===== src/rtl/fetch_queue.sv =====
// fetch_queue: instruction fetch front end for the sequential RISC-V core.
// Owns the fetch PC, issues one word read per cycle to instruction memory
// (fixed one-cycle latency, always accepted) and buffers the returned
// instructions with their PCs in a small FIFO that feeds decode through a
// valid/ready handshake. A redirect from decode/execute flushes the FIFO and
// any outstanding read and restarts fetch at the new (word-aligned) PC.
//
// Ports:
//   clk, rst_n                       clock (rising edge), async active-low reset
//   imem_req_valid, imem_req_addr    read request to instruction memory
//   imem_rsp_valid, imem_rsp_data    read data, one cycle after the request
//   out_valid, out_ready             head-of-queue handshake to decode
//   out_instr, out_pc                head instruction and its PC
//   redirect_valid, redirect_pc      one-cycle restart pulse and target PC
module fetch_queue #(
  parameter int                ADDR_W   = 64,
  parameter int                INSTR_W  = 32,
  parameter int                DEPTH    = 4,
  parameter logic [ADDR_W-1:0] RESET_PC = '0
) (
  input  logic               clk,
  input  logic               rst_n,
  output logic               imem_req_valid,
  output logic [ADDR_W-1:0]  imem_req_addr,
  input  logic               imem_rsp_valid,
  input  logic [INSTR_W-1:0] imem_rsp_data,
  output logic               out_valid,
  input  logic               out_ready,
  output logic [INSTR_W-1:0] out_instr,
  output logic [ADDR_W-1:0]  out_pc,
  input  logic               redirect_valid,
  input  logic [ADDR_W-1:0]  redirect_pc
);

  localparam int PTR_W = (DEPTH > 1) ? $clog2(DEPTH) : 1;
  localparam int CNT_W = PTR_W + 1;

  logic [ADDR_W-1:0]  fetch_pc_q, fetch_pc_d;
  logic [ADDR_W-1:0]  inflight_pc_q, inflight_pc_d;
  logic               inflight_q, inflight_d;
  logic               drop_q, drop_d;
  logic [PTR_W-1:0]   wr_ptr_q, wr_ptr_d;
  logic [PTR_W-1:0]   rd_ptr_q, rd_ptr_d;
  logic [CNT_W-1:0]   count_q, count_d;
  logic [CNT_W-1:0]   credit;
  logic [ADDR_W-1:0]  pc_mem_q    [DEPTH];
  logic [INSTR_W-1:0] instr_mem_q [DEPTH];
  logic               issue, push, pop;

  // Credit counts buffered entries plus the one read still in flight, so a
  // response always finds a free slot. Pops do not return credit until the
  // next cycle; this keeps the request path free of the out_ready input.
  assign credit = count_q + CNT_W'(inflight_q);
  assign issue  = rst_n && !redirect_valid && (credit < CNT_W'(DEPTH));

  // A response is only kept if it belongs to a live request: the redirect
  // cycle itself and the cycle after it (drop) discard stale data.
  assign push = imem_rsp_valid && inflight_q && !drop_q && !redirect_valid;
  assign pop  = out_valid && out_ready;

  assign imem_req_valid = issue;
  assign imem_req_addr  = fetch_pc_q;
  assign out_valid      = (count_q != '0);
  assign out_instr      = instr_mem_q[rd_ptr_q];
  assign out_pc         = pc_mem_q[rd_ptr_q];

  always_comb begin
    fetch_pc_d    = fetch_pc_q;
    inflight_pc_d = inflight_pc_q;
    inflight_d    = issue;
    drop_d        = 1'b0;
    wr_ptr_d      = wr_ptr_q;
    rd_ptr_d      = rd_ptr_q;
    count_d       = count_q;

    if (issue) begin
      fetch_pc_d    = fetch_pc_q + ADDR_W'(4);
      inflight_pc_d = fetch_pc_q;
    end

    if (redirect_valid) begin
      // Redirect wins over everything queued; low bits are forced to a word
      // boundary so a misaligned target still fetches the enclosing word.
      fetch_pc_d = redirect_pc & ~ADDR_W'(3);
      drop_d     = inflight_q;
      wr_ptr_d   = '0;
      rd_ptr_d   = '0;
      count_d    = '0;
    end else begin
      if (push) wr_ptr_d = wr_ptr_q + PTR_W'(1);
      if (pop)  rd_ptr_d = rd_ptr_q + PTR_W'(1);
      case ({push, pop})
        2'b10:   count_d = count_q + CNT_W'(1);
        2'b01:   count_d = count_q - CNT_W'(1);
        default: count_d = count_q;
      endcase
    end
  end

  always_ff @(posedge clk or negedge rst_n) begin
    if (!rst_n) begin
      fetch_pc_q    <= RESET_PC;
      inflight_pc_q <= '0;
      inflight_q    <= 1'b0;
      drop_q        <= 1'b0;
      wr_ptr_q      <= '0;
      rd_ptr_q      <= '0;
      count_q       <= '0;
      // Storage is cleared so out_instr/out_pc read as zero out of reset.
      for (int i = 0; i < DEPTH; i++) begin
        pc_mem_q[i]    <= '0;
        instr_mem_q[i] <= '0;
      end
    end else begin
      fetch_pc_q    <= fetch_pc_d;
      inflight_pc_q <= inflight_pc_d;
      inflight_q    <= inflight_d;
      drop_q        <= drop_d;
      wr_ptr_q      <= wr_ptr_d;
      rd_ptr_q      <= rd_ptr_d;
      count_q       <= count_d;
      if (push) begin
        pc_mem_q[wr_ptr_q]    <= inflight_pc_q;
        instr_mem_q[wr_ptr_q] <= imem_rsp_data;
      end
    end
  end

endmodule


===== config.mk =====
export PLATFORM = sky130hd
export DESIGN_NAME = fetch_queue
export DESIGN_NICKNAME = d
export VERILOG_FILES = /design/src/rtl/fetch_queue.sv
export SDC_FILE = /design/constraint.sdc
export NUM_CORES = 1
export LEC_CHECK = 0
export CORE_ASPECT_RATIO = 1.2
export CORE_MARGIN = 1
export CORE_UTILIZATION = 50
export CTS_BUF_LIST = sky130_fd_sc_hd__clkbuf_8 sky130_fd_sc_hd__clkbuf_16
export CTS_CLUSTER_DIAMETER = 100
export CTS_CLUSTER_SIZE = 20
export DETAILED_ROUTE_END_ITERATION = 10
export PLACE_DENSITY = 0.72
export SETUP_SLACK_MARGIN = 0.1
export SYNTH_ARGS = -nofsm -noshare
export SYNTH_HDL_FRONTEND = slang
export SYNTH_SLANG_ARGS = --single-unit

===== constraint.sdc =====
create_clock -name clk -period 5.57 [get_ports clk]
set_input_delay 1.671 -clock clk [delete_from_list [all_inputs] [get_ports clk]]
set_output_delay 1.671 -clock clk [all_outputs]
set_load 0.03 [all_outputs]

==> results of run 1 <==
==> metrics by stage <==
| step | hold WS (ps) | power (W) | worst slack, ps |
|---|---|---|---|
| floorplan | 473 | 0.00732 | 1110 |
| global placement | 481 | 0.00876 | 977 |
| detailed placement | 487 | 0.00889 | 873 |
| CTS | 507 | 0.0110 | 767 |
| global route | 513 | 0.0114 | 693 |
| finish | 503 | 0.0109 | 842 |
==> worst reg2reg max path, stage by stage, from the launching register on <==
cell and delay (ps):
dfrtp_1 540, nand4_2 320, nor4_1 630, nand4_1 740, or4_1 720, a31oi_1 200
==> layout by cell type (no fill, tap or decap), types with 5 or more instances in the layout <==
cell	instances
xnor2_1	17
dfrtp_1	507
ha_1	5
and3_1	8
mux4_2	94
clkdlybuf4s50_1	253
o21ai_0	40
o21ai_1	5
mux2_2	440
and4_1	5
clkbuf_16	29
nor4_1	13
o31ai_1	13
inv_1	12
nor3_1	8
or3_1	17
a31oi_1	26
buf_4	16
xor2_1	18
o211ai_1	7
nand4_1	32
and2_1	5
nand2_1	60
nand3_1	31
or4_1	13
buf_12	8
nor2_1	50
==> layer usage <==
layer	track usage	up-vias	share of wire
met3	0.0494	93	0.060
li1	-	6183	-
met1	0.309	7396	0.41
met5	0	-	0.0010
met2	0.400	334	0.50
met4	0.0715	8	0.029
==> power by group <==
group | internal [W] | switching [W] | leakage (nW)
Combinational | 0.00190 | 0.00184 | 4.73
Clock | 0.000933 | 0.00118 | 0.379
Sequential | 0.00443 | 0.000614 | 6.61
==> logic make-up after synthesis <==
| family | count (synthesis) |
|---|---|
| simple gates | 268 |
| buf+inv | 106 |
| other cells | 1 |
| xor+xnor | 35 |
| fa+ha+maj | 6 |
| flops | 509 |
| compound gates | 94 |
| mux | 538 |
==> state kept, by name, summed over array words and instances, names as in the netlist <==
signal / cells
inflight_pc_q: 62
count_q: 3
instr_mem_q: 128
wr_ptr_q: 2
pc_mem_q: 248
rd_ptr_q: 2
drop_q: 1
inflight_q: 1
imem_req_addr: 62
==> layout make-up <==
type,count,area [um^2],area share
Sequential cell,509,12700,0.477
Multi-Input combinational cell,945,9580,0.358
Timing Repair Buffer,279,2830,0.106
Tap cell,609,762,0.0285
Clock buffer,29,726,0.0271
Inverter,11,41.3,0.00154
Clock inverter,4,32.5,0.00122
Antenna cell,4,10.0,0.000374
==> path summary, 6_finish.rpt <==
check | startpoint | to | slack, ps
max in group asynchronous | rst_n | inflight_pc_q[23] | 2370
hold reg to reg | instr_mem_q[58] | instr_mem_q[58] | 500
setup / recovery | rd_ptr_q[0] | out_pc[51] | 840
setup reg to reg | imem_req_addr[12] | imem_req_addr[52] | 2350
min in group asynchronous | rst_n | drop_q | 970
hold / removal | instr_mem_q[58] | instr_mem_q[58] | 500
==> metrics.md, run 1 <==
| Metric | Value |
|---|---|
| Most used DFF post-synth | `dfrtp_1` |
| Die Ht | `235 um` |
| Final non-filler cell total | `2,390` |
| Setup violations, final | `0` |
| Worst setup path class | `reg -> out` |
| Post-Synth XOR/XNOR Area | `0.0135` |
| Die Footprint | `46,200 um^2` |
| Largest net degree at the start of global routing | `151` |
| DP Area | `26,000 um^2` |
| CP Capture Type | `output port` |
| Fmax | `0.211 GHz` |
| Gr ovfl total | `0` |
| Post-route ant nets | `0` |
| Nets | `1,882` |
| Via count of the routed design | `14.0k` |
| Largest area contributor in the netlist | `dfrtp_1` |
| Avg Inst Size Synth | `14.6 um^2` |
| Buffers on Ports | `256` |
| Top cells by count, synth | `dfrtp_1 (509), mux2_2 (440), mux4_2 (94)` |
| Critical path depth | `3` |
| Core Util, Final | `0.597` |
| GP Congestion | `0.840` |
| Hold-fix buffers, CTS | `0` |
| Adder-cell share of the synthesized area | `0.00364` |
| CTS tree | `yes` |
| Drt initial violations | `725` |
| RSZ-0062 raised after global routing | `false` |
| Drt wl/cell | `22.7 um` |
| Crit path max-delay cell type | `dfrtp_4` |
| Top-area cell type share of the netlist area | `0.561` |
| Core area | `44,800 um^2` |
| Worst Tran Pin Value | `1080 ps` |
| Total of warnings raised by yosys | `0` |
| Layout cells sized above 1 | `0.344` |
| Pins Over Slew Limit | `0` |
| Critical Path RT | `3900 ps` |
| Max Cap Viol | `0` |
| Cell area after synthesis | `22,700 um^2` |
| Area Overhead vs Synth | `17.8%` |
| Routed vias/inst | `5.86` |
| Initial Util | `0.507` |
| Post-Syn Instances | `1,557` |
| Resized cells post-CTS | `0` |
| Overall Global Routing Usage | `0.238` |
| Placed Cells | `2,353` |
| TritonCTS Sinks | `509` |
| DRC | `0` |
| Sequential element share of the synthesized area | `0.561` |
| Simple-gate share of the synthesized area | `0.0645` |
| Compound-gate portion of the synthesized area | `0.0247` |
| Final period util | `0.849` |
| Main combinational cell family by area after synthesis | `multiplexers` |
| Critical-path cell list | `buf_12 -> mux4_2 -> clkdlybuf4s50_1` |
| Setup TNS | `0 ps` |
| First-pass DRT Iterations | `5` |
| CTS H-Tree Depth | `1` |
| CP peak stage delay | `810 ps` |
| First-pass GRT wire length | `85.3 mm` |
| Ranking of synthesized cells by area | `dfrtp_1 (56%), mux2_2 (22%), mux4_2 (9.3%)` |
| I/O pins | `263` |
| Worst path bufs/invs | `2` |
| Num CTS Buffers | `29` |
| Status | `finished, final reports clean` |
| Fillers | `3,510` |
| Synth async-reset ratio | `1.00` |
| Initial antenna violation count | `8` |
| CTS root buffer | `clkbuf_16` |
| Min-Delay Path Depth | `1` |
| Max transition margin | `0.278` |
| Worst IR Drop VDD | `279 uV` |
| Hold Crit Class | `reg -> reg` |
| Total Wirelength | `54.2 mm` |
| Clk_lat worst skew | `590 ps` |
| Crit-path max FO | `39` |
| Fin area | `26,700 um^2` |
| Clock-pin slew on the worst setup and hold paths | `90 ps` |
| Vias in the first global route | `14.8k` |
| Hold Vio Cnt, Final | `0` |
| LEAKAGE | `11.7 nW` |
| Detailed placer's ending HPWL | `35.4 mm` |
| Critical path arrival | `3060 ps` |
| Cell family with most CP delay | `buffers and inverters` |
| Fin crit period | `4730 ps` |
| Setup bufs post-CTS | `0` |
| Die width | `196 um` |
| Clock Path Buffers | `3` |
| FP Rows | `85` |
| Pwr/cell area | `407 nW/um^2` |
| Most frequent cell after synthesis | `dfrtp_1` |
| Synthesized flop and latch total | `509` |
| Worst reg2reg path depth | `5` |
| Post-synth EDFFs | `0` |
| Nature of the critical path startpoint | `flip-flop` |
| Yosys cell types | `46` |
| Post-synthesis mux area share | `0.313` |
| Clock Skew | `14.6 ps` |
(Power assumes the default switching activity.)
==> run 2: changes to the inputs <==
clock period = 4.9 ns   (was 5.57 ns; I/O delays follow)
==> run 2 against run 1 <==
Compared with the run above:
- final cell count is 0.17% higher
- register-to-register slack worse by 580 ps
- setup slack worse by 480 ps
- clock power is 14% higher
- routed wire length is 0.39% lower
- critical path depth stayed put
- flip-flop and latch count stayed put
- via count is 0.60% lower
- sequential share of layout area hardly changed
- clock skew is 3.4 ps higher
- cell area hardly changed
==> metrics.md, run 2 (synthesis results as in run 1) <==
| Metric | Value |
|---|---|
| Worst setup path class | `reg -> out` |
| Resized cells post-CTS | `0 (unchanged)` |
| Routed vias/inst | `5.82 (-0.77%)` |
| Core Util, Final | `0.597 (about the same)` |
| Met1 usage | `0.308 (-0.00105)` |
| Crit-path max FO | `22 (-44%)` |
| Worst Tran Pin Value | `1110 ps (+22.6 ps)` |
| Num CTS Buffers | `29 (unchanged)` |
| Die Ht | `235 um (unchanged)` |
| Max reg flops | `248 (unchanged)` |
| Critical Path RT | `3430 ps (-470 ps)` |
| Startpoint of the lowest-slack hold path | `pc_mem_q[82]` |
| Worst reg2reg path depth | `5 (unchanged)` |
| Die width | `196 um (unchanged)` |
| Initial antenna violation count | `10 (+2)` |
| Worst IR Drop VDD | `455 uV (+63%)` |
| Hold-fix buffers, CTS | `0 (unchanged)` |
| Vias in the first global route | `14.9k (+1.1%)` |
| TritonCTS Sinks | `509 (unchanged)` |
| Die Footprint | `46,200 um^2 (unchanged)` |
| Pwr/cell area | `463 nW/um^2 (+14%)` |
| Pins Over Slew Limit | `0 (unchanged)` |
| Post-route ant nets | `0 (unchanged)` |
| Top Registers | `pc_mem_q (248), instr_mem_q (128)` |
| Drt wl/cell | `22.5 um (-0.55%)` |
| Total Wirelength | `53.9 mm (-0.39%)` |
| Layout cells sized above 1 | `0.345 (+0.000737)` |
| Fillers | `3,573 (+1.8%)` |
| Met2 Resource Use GR | `0.398 (-0.00193)` |
| Nature of the critical path startpoint | `flip-flop` |
| Overall Global Routing Usage | `0.239 (+0.00121)` |
| CP Capture Type | `output port` |
| Largest net degree at the start of global routing | `178 (+18%)` |
| Status | `finished, final reports clean` |
| RR Endpoint | `imem_req_addr[54]` |
| Register area | `12,700 um^2 (unchanged)` |
| Drt initial violations | `643 (-11%)` |
| Commonest cells after routing, fill and taps aside | `dfrtp_1 (507), mux2_2 (440), clkdlybuf4s50_1 (253), mux4_2 (94), nand2_1 (60)` |
| Clk_lat worst skew | `600 ps (about the same)` |
| Clock Path Buffers | `3 (unchanged)` |
| Final period util | `0.926` |
| Clock-pin slew on the worst setup and hold paths | `90 ps (about the same)` |
| Initial Util | `0.507 (unchanged)` |
| FP Rows | `85 (unchanged)` |
| LEAKAGE | `11.7 nW (about the same)` |
| Max Cap Viol | `0 (unchanged)` |
| CTS root buffer | `clkbuf_16` |
| Detailed placer's ending HPWL | `34.9 mm (-1.4%)` |
| Largest Register | `pc_mem_q` |
| CTS H-Tree Depth | `1 (unchanged)` |
| Met3 usage | `0.0580 (+0.00860)` |
| Pre-CTS setup slack | `945 ps (+72.1 ps)` |
| Flop2flop setup slack | `1770 ps (-580 ps)` |
| Hold Path Sink | `pc_mem_q[82]` |
| First-pass GRT wire length | `85.5 mm (+0.16%)` |
| Core area | `44,800 um^2 (unchanged)` |
| Fmax | `0.220 GHz` |
| Most common cell after layout, fill and taps aside | `dfrtp_1` |
| Buffers on Ports | `256 (unchanged)` |
| Clock Skew | `18.0 ps (+3.39 ps)` |
| Multi-input combinational cell area | `9580 um^2 (unchanged)` |
| Final setup margin | `361 ps (-480 ps)` |
| Gr busiest metal | `met2` |
| Hold Vio Cnt, Final | `0 (unchanged)` |
| RSZ-0062 raised after global routing | `false` |
| Max transition margin | `0.263 (-0.0151)` |
| Setup violations, final | `0 (unchanged)` |
| Final non-filler cell total | `2,394 (+0.17%)` |
| Setup TNS | `0 ps (unchanged)` |
| Hold WS | `502 ps (-0.901 ps)` |
| DRC | `0 (unchanged)` |
| Fin crit period | `4540 ps` |
| Setup bufs post-CTS | `0 (unchanged)` |
| I/O pins | `263 (unchanged)` |
| Area Overhead vs Synth | `17.8% (about the same)` |
| Placed Cells | `2,355 (+0.085%)` |
| Min-Delay Path Depth | `1 (unchanged)` |
| Critical path arrival | `3070 ps (about the same)` |
| Critical R2R Launch | `imem_req_addr[16]` |
| GP Congestion | `0.827 (-1.6%)` |
| First-pass DRT Iterations | `5 (unchanged)` |
| Gr ovfl total | `0 (unchanged)` |
| Nets | `1,884 (+0.11%)` |
| Hold Crit Class | `reg -> reg` |
| Via count of the routed design | `13.9k (-0.60%)` |
| CTS tree | `yes` |
[run 2: changes by cell type in the layout (fill, tap and decap cells not counted), sizes merged]
cell / delta
buf: +2
diode: +2
[run 2: cell type report]
cell class / count / share of cell area
inverters: 11 / 0.00154
diodes: 6 / 0.000562
well taps: 609 / 0.0285
multi-input cells: 945 / 0.359
repair buffers: 281 / 0.106
clock inverters: 4 / 0.00122
flip-flops and latches: 509 / 0.477
clock buffers: 29 / 0.0272
[run 2: power by group]
part	switching, W	internal [W]
clock	0.00134	0.00106
combinational	0.00208	0.00216
sequential	0.000698	0.00503
[run 2: worst max path at each step]
| stage | cells past startpoint | startpoint | end |
|---|---|---|---|
| after floorplan | 5 | rst_n | imem_req_valid |
| after global placement | 3 | rd_ptr_q[0] | out_instr[19] |
| after detailed placement | 3 | rd_ptr_q[0] | out_instr[19] |
| after CTS | 3 | rd_ptr_q[0] | out_instr[19] |
| after global routing | 3 | rd_ptr_q[0] | out_instr[28] |
| final | 3 | rd_ptr_q[0] | out_instr[14] |
[run 2: stage by stage]
stage	power (W)	cell area [um^2]
CTS	0.0125	26700
detailed placement	0.0101	26000
finish	0.0124	26700
floorplan	0.00832	22700
global route	0.0130	26700
global placement	0.00996	26000
[run 2: routing by layer]
layer,wire (um),vias up
li1,-,6195
met1,22400,7319
met2,26700,324
met3,3410,84
met4,1410,8
met5,59,-
[run 2: worst max-delay path, stage by stage (launching register included)]
cell and delay (ps):
dfrtp_4 790, buf_4 480, mux4_2 580, clkdlybuf4s50_1 610
